$ cat src/rtl/mem_access_ctrl.sv
// MEM-stage data-cache access controller: issues cache requests, stalls upstream,
// tracks the LL/SC reservation and holds a sticky halt until reset.
//
// Ports:
//   CLK, RST              clock, synchronous active-high reset
//   ex_valid, opcode      EX/MEM instruction valid and opcode
//   alu_in, store_data    effective address / ALU result, store data
//   halt_in, flush        HALT instruction, squash of the IDLE-cycle instruction
//   dhit, dload           cache completion and read data
//   inv_valid, inv_addr   coherence invalidate strobe and address
//   dREN, dWEN            cache read / write request
//   daddr, dstore         registered word address and store data
//   mem_stall, memory_en  upstream freeze, MEM/WB latch enable
//   dloadi, alui          captured load data, result to MEM/WB
//   halt_out, link_valid  sticky halt, LL reservation held

module mem_access_ctrl (
    input  logic        CLK,
    input  logic        RST,
    input  logic        ex_valid,
    input  logic [5:0]  opcode,
    input  logic [31:0] alu_in,
    input  logic [31:0] store_data,
    input  logic        halt_in,
    input  logic        flush,
    input  logic        dhit,
    input  logic [31:0] dload,
    input  logic        inv_valid,
    input  logic [31:0] inv_addr,
    output logic        dREN,
    output logic        dWEN,
    output logic [31:0] daddr,
    output logic [31:0] dstore,
    output logic        mem_stall,
    output logic        memory_en,
    output logic [31:0] dloadi,
    output logic [31:0] alui,
    output logic        halt_out,
    output logic        link_valid
);

    localparam logic [5:0] OP_LW = 6'h23;
    localparam logic [5:0] OP_SW = 6'h2B;
    localparam logic [5:0] OP_LL = 6'h30;
    localparam logic [5:0] OP_SC = 6'h38;

    typedef enum logic [1:0] {
        S_IDLE,
        S_REQ,
        S_DONE,
        S_HALTED
    } state_t;

    state_t      state_q, state_d;
    logic [31:0] daddr_q, daddr_d;
    logic [31:0] dstore_q, dstore_d;
    logic [31:0] dloadi_q, dloadi_d;
    logic        load_q, load_d;
    logic        ll_q, ll_d;
    logic        sc_q, sc_d;
    logic [29:0] link_q, link_d;
    logic        link_valid_q, link_valid_d;

    logic is_lw, is_sw, is_ll, is_sc;
    logic inv_hit_link, inv_hit_new;
    logic sc_pass;
    logic take, accept_halt, accept_mem;

    // Only the word part of an invalidate address matters.
    logic unused_inv_lsb;
    assign unused_inv_lsb = ^inv_addr[1:0];

    assign is_lw = (opcode == OP_LW);
    assign is_sw = (opcode == OP_SW);
    assign is_ll = (opcode == OP_LL);
    assign is_sc = (opcode == OP_SC);

    assign inv_hit_link = inv_valid && (inv_addr[31:2] == link_q);
    assign inv_hit_new  = inv_valid && (inv_addr[31:2] == daddr_q[31:2]);

    // A same-cycle invalidate of the reserved line kills the SC.
    assign sc_pass = is_sc && link_valid_q
                     && (alu_in[31:2] == link_q) && !inv_hit_link;

    assign take        = (state_q == S_IDLE) && ex_valid && !flush;
    assign accept_halt = take && halt_in;
    assign accept_mem  = take && !halt_in
                         && (is_lw || is_sw || is_ll || sc_pass);

    // State register
    always_ff @(posedge CLK) begin
        if (RST) begin
            state_q <= S_IDLE;
        end else begin
            state_q <= state_d;
        end
    end

    // Next-state logic
    always_comb begin
        state_d = state_q;
        unique case (state_q)
            S_IDLE: begin
                if (accept_halt) begin
                    state_d = S_HALTED;
                end else if (accept_mem) begin
                    state_d = S_REQ;
                end
            end
            S_REQ: begin
                if (dhit) begin
                    state_d = S_DONE;
                end
            end
            S_DONE:   state_d = S_IDLE;
            S_HALTED: state_d = S_HALTED;
            default:  state_d = S_IDLE;
        endcase
    end

    // Request / reservation datapath
    always_comb begin
        daddr_d      = daddr_q;
        dstore_d     = dstore_q;
        dloadi_d     = dloadi_q;
        load_d       = load_q;
        ll_d         = ll_q;
        sc_d         = sc_q;
        link_d       = link_q;
        link_valid_d = link_valid_q;

        if (accept_mem) begin
            daddr_d  = {alu_in[31:2], 2'b00};
            dstore_d = store_data;
            load_d   = is_lw || is_ll;
            ll_d     = is_ll;
            sc_d     = is_sc;
        end

        if ((state_q == S_REQ) && dhit && load_q) begin
            dloadi_d = dload;
        end

        if (inv_hit_link) begin
            link_valid_d = 1'b0;
        end

        // A passing SC consumes the reservation.
        if (accept_mem && is_sc) begin
            link_valid_d = 1'b0;
        end

        // New reservation; an invalidate of the same line wins.
        if ((state_q == S_DONE) && ll_q) begin
            link_d       = daddr_q[31:2];
            link_valid_d = !inv_hit_new;
        end
    end

    always_ff @(posedge CLK) begin
        if (RST) begin
            daddr_q      <= '0;
            dstore_q     <= '0;
            dloadi_q     <= '0;
            load_q       <= 1'b0;
            ll_q         <= 1'b0;
            sc_q         <= 1'b0;
            link_q       <= '0;
            link_valid_q <= 1'b0;
        end else begin
            daddr_q      <= daddr_d;
            dstore_q     <= dstore_d;
            dloadi_q     <= dloadi_d;
            load_q       <= load_d;
            ll_q         <= ll_d;
            sc_q         <= sc_d;
            link_q       <= link_d;
            link_valid_q <= link_valid_d;
        end
    end

    // Output logic
    always_comb begin
        dREN      = 1'b0;
        dWEN      = 1'b0;
        mem_stall = 1'b0;
        memory_en = 1'b0;
        alui      = '0;
        halt_out  = 1'b0;
        unique case (state_q)
            S_IDLE: begin
                if (take) begin
                    if (accept_mem) begin
                        mem_stall = 1'b1;
                    end else begin
                        memory_en = 1'b1;
                        // Non-halt SC reaching here has failed.
                        alui = (is_sc && !halt_in) ? 32'd0 : alu_in;
                    end
                end
            end
            S_REQ: begin
                mem_stall = 1'b1;
                dREN      = load_q;
                dWEN      = !load_q;
            end
            S_DONE: begin
                memory_en = 1'b1;
                alui      = sc_q ? 32'd1 : daddr_q;
            end
            S_HALTED: begin
                mem_stall = 1'b1;
                halt_out  = 1'b1;
            end
            default: begin
                mem_stall = 1'b0;
            end
        endcase
    end

    assign daddr      = daddr_q;
    assign dstore     = dstore_q;
    assign dloadi     = dloadi_q;
    assign link_valid = link_valid_q;

endmodule

$ cat config.mk
export PLATFORM = sky130hd
export DESIGN_NAME = mem_access_ctrl
export DESIGN_NICKNAME = d
export VERILOG_FILES = /design/src/rtl/mem_access_ctrl.sv
export SDC_FILE = /design/constraint.sdc
export NUM_CORES = 1
export LEC_CHECK = 0
export ABC_AREA = 1
export ABC_CLOCK_PERIOD_IN_PS = 4000
export CAP_MARGIN = 20
export CORE_ASPECT_RATIO = 0.6
export CORE_UTILIZATION = 65
export CTS_BUF_LIST = sky130_fd_sc_hd__clkbuf_2 sky130_fd_sc_hd__clkbuf_4 sky130_fd_sc_hd__clkbuf_8
export CTS_CLUSTER_DIAMETER = 50
export DETAILED_ROUTE_END_ITERATION = 10
export DONT_BUFFER_PORTS = 1
export PLACE_DENSITY_LB_ADDON = 0.15
export RECOVER_POWER = 100
export SLEW_MARGIN = 30
export SYNTH_ARGS = -nofsm -noshare
export SYNTH_HDL_FRONTEND = slang
export SYNTH_SLANG_ARGS = --single-unit
$ cat constraint.sdc
create_clock -name CLK -period 4 [get_ports CLK]
set_input_delay 0.6 -clock CLK [delete_from_list [all_inputs] [get_ports CLK]]
set_output_delay 0.6 -clock CLK [all_outputs]
set_load 0.01 [all_outputs]
==> flow_summary.toml <==
[drt]
drc = 0
drtAntennaViolNets = 0
drt_wl_total_mm = 21.6
drtIter0Drc = 699
routedWlPerCell_um = 18.2
vias = 6994
vias_per_cell = 5.91
drtPass1Iterations = 6

[sta]
finalSetupViolCount = 0
slew-limit-headroom_pct = 2.84
max_freq_ghz = 0.272
finalWorstSetupSlack_ps = 325
rsz0062_at_grt = "false"
drv_slew = 0
hold_violations = 0
timing.final.crit_share_pct = 91.9
worst_slew_pin_slew_ps = 1460
fin_crit_ps = 3680
fin_tns_setup_ps = 0
fin_worst_skew_ps = 11.4

[logic_synthesis]
yosysSeqAreaShare_pct = 38.6
synthTopCellsByArea = "dfxtp_1, nand2_1, nor2_1, o21ai_0, a21oi_1"
syn_inst = 1034
syn_avg_cell_area_sq_um = 6.52
yosysWarnings = 0
synth_area_sq_mm = 0.00674
synth_seq_cells = 130
synthDistinctLibCells = 32
yosysTopAreaCell = "dfxtp_1"
synth.top_cell.area_share_pct = 38.6

[worst_setup_path]
cpPeakStageDelay_ps = 390
cpMostUsedCell = "nand2_1"
path_cells = "inv_1 > nand2_1 > nand2_1 > nor2_1 > nand2_1 > nor2_1 > nand2_1 > nor2_1 > nand3_1 > nand2_1 > nand2_2 > nand2_1 > buf_4 > o21ai_0 > clkbuf_1"
cp-start-kind = "flip-flop"
critical_path.max_fanout = 30
r2r_slack_ps = 680
crit_type = "flip-flop to output pin"
critPathArrivalTime_ps = 3080
slowest_stage = "dfxtp_1"
worstRegToRegCells = 8
end_kind = "output pin"
cp_num_buf_inv = 3
worstPathRequired_ps = 3400
critPathTopFamily = "simple AND/OR/NAND/NOR gates"
rr_startpoint = "state_q[1]"
rr_endpoint = "dloadi[29]"

[grt]
gr-total-overflow = 0
grt_pass1_wl_mm = 31.5
grt_pass1_vias = 5851
grt_max_degree = 63
grt_antenna_before_repair = 0
grtUsageTotal_pct = 38.6

[flow_run]
cap_violations = 0

[hold_path]
hold_depth = 1
min_path_type = "input pin to flip-flop"
min_from = "RST"
hold_path_end = "dloadi[6]"

[floorplan]
rows = 28
die_w_um = 133
die_area_sq_mm = 0.0108
ios = 275
core_area_sq_mm = 0.00995
initial_utilization_pct = 67.8
dieHeight_um = 80.9

[clock_tree]
cts_buffer_depth = 2
worstSkewPairLatency_ps = 450
cts_max_level = 4
cts_made_buffers = 17
clk_pin_slew_worst_paths_ps = 80
root_buffer = "clkbuf_8"
hold_buffers = 0
post_cts_buffers = 0
cts_sinks = 130
ctsResizeCount = 0
tritoncts = "built"

[layout]
n_antenna_cell = 0
drive_above_1_share_pct = 4.96
final_nets = 1182
utilization_pct = 73.1
stdcell_count = 1184
syn2layout_area_growth_pct = 7.94

[placement]
place_inst = 1153
dpl.hpwl_mm = 15.7
gp_congestion = 1.03
portBuffers = 0
pre_cts_ws_ps = 786

[power_and_ir_drop]
power_density_mw_per_mm2 = 417
p_total_w = 0.00304
ir_worst_vdd_mv = 0.260
leakagePower_nw = 2.99

[outcome]
outcome = "complete, no violations"
==> layer usage <==
metal  share of wire (%)  up-vias  track usage (%)  routed length [um]
met5                   0        -                0                   0
met4                 1.3        0             9.55                 273
met3                  16       39             16.9                3440
met2                  41      453             52.6                8800
met1                  42     3165             54.9                9050
li1                    -     3337                -                   -
==> kinds of logic (layout without fill, tap and decap cells) <==
kind of cell    count (synthesis)  in the layout  synth area share (%)
compound gates                235            235                  18.4
xor+xnor                       29             29                  3.77
fa+ha+maj                       4              4                 0.742
buf+inv                       168            182                  10.5
flops                         130            130                  38.6
other cells                     1              2                0.0556
simple gates                  467            467                  27.9
==> through the flow <==
stage / hold slack [ps] / instance area, sq um
6_report: 213 / 7280
5_1_grt: 186 / 7280
4_1_cts: 202 / 7410
3_5_place_dp: 463 / 6920
3_3_place_gp: 448 / 6920
2_1_floorplan: 439 / 6750
==> layout make-up <==
class	instances	area, sq um
Clock buffer	19	255
Fill cell	891	2670
Tap cell	135	169
Timing Repair Buffer	39	161
Inverter	112	420
Sequential cell	130	2600
Multi-Input combinational cell	737	3440
Clock inverter	12	230
==> synth_stat cells <==
cell type  number
buf_6           7
nand2_1       243
inv_2          10
dfxtp_1       130
conb_1          1
nand4_1         8
nand3_1        58
o21ai_1        18
clkbuf_2        2
o21bai_1        1
nor2_1        139
buf_4           3
o2111ai_1       4
a211oi_1        5
nor3_1          8
nor2_2          1
nand2_2         1
nor4_1          6
o22ai_1        26
clkbuf_1       38
buf_2           5
or2_2           2
xor2_1         14
inv_1          97
ha_1            4
and2_0          1
clkbuf_4        1
a21oi_1        83
clkinv_1        5
o31ai_1         1
xnor2_1        15
o21ai_0        97
==> report_power, final <==
group          total (W)  internal [W]  switching (W)
Combinational   0.000352      0.000110       0.000241
Clock            0.00136      0.000829       0.000532
Sequential       0.00132       0.00131      0.0000165
Total            0.00304       0.00225       0.000790
==> how the worst max path moves through the flow <==
stage / endpoint / slack [ps] / start / cells after the start
3_5_place_dp: alui[4] / 790 / opcode[1] / 14
5_1_grt: alui[25] / 210 / link_q[6] / 15
6_report: alui[4] / 320 / link_q[6] / 15
2_1_floorplan: alui[12] / 1560 / inv_valid / 13
3_3_place_gp: alui[4] / 820 / alu_in[6] / 15
4_1_cts: alui[4] / 460 / link_q[6] / 15
==> sequential cells by signal (all words and copies together) (netlist names) <==
register / count
daddr: 30
dloadi: 32
dstore: 32
link_q: 30
link_valid: 1
ll_q: 1
load_q: 1
sc_q: 1
state_q: 2
==> cell usage in the layout (no fill, tap or decap), types with 10 or more instances in the layout <==
master	count
nor2_1	139
nand3_1	58
xor2_1	14
xnor2_1	15
dfxtp_1	130
clkbuf_8	18
o21ai_0	115
inv_1	97
a21oi_1	83
inv_2	10
nand2_1	242
clkbuf_1	33
o22ai_1	26
Power figures use the tool's default switching activity.
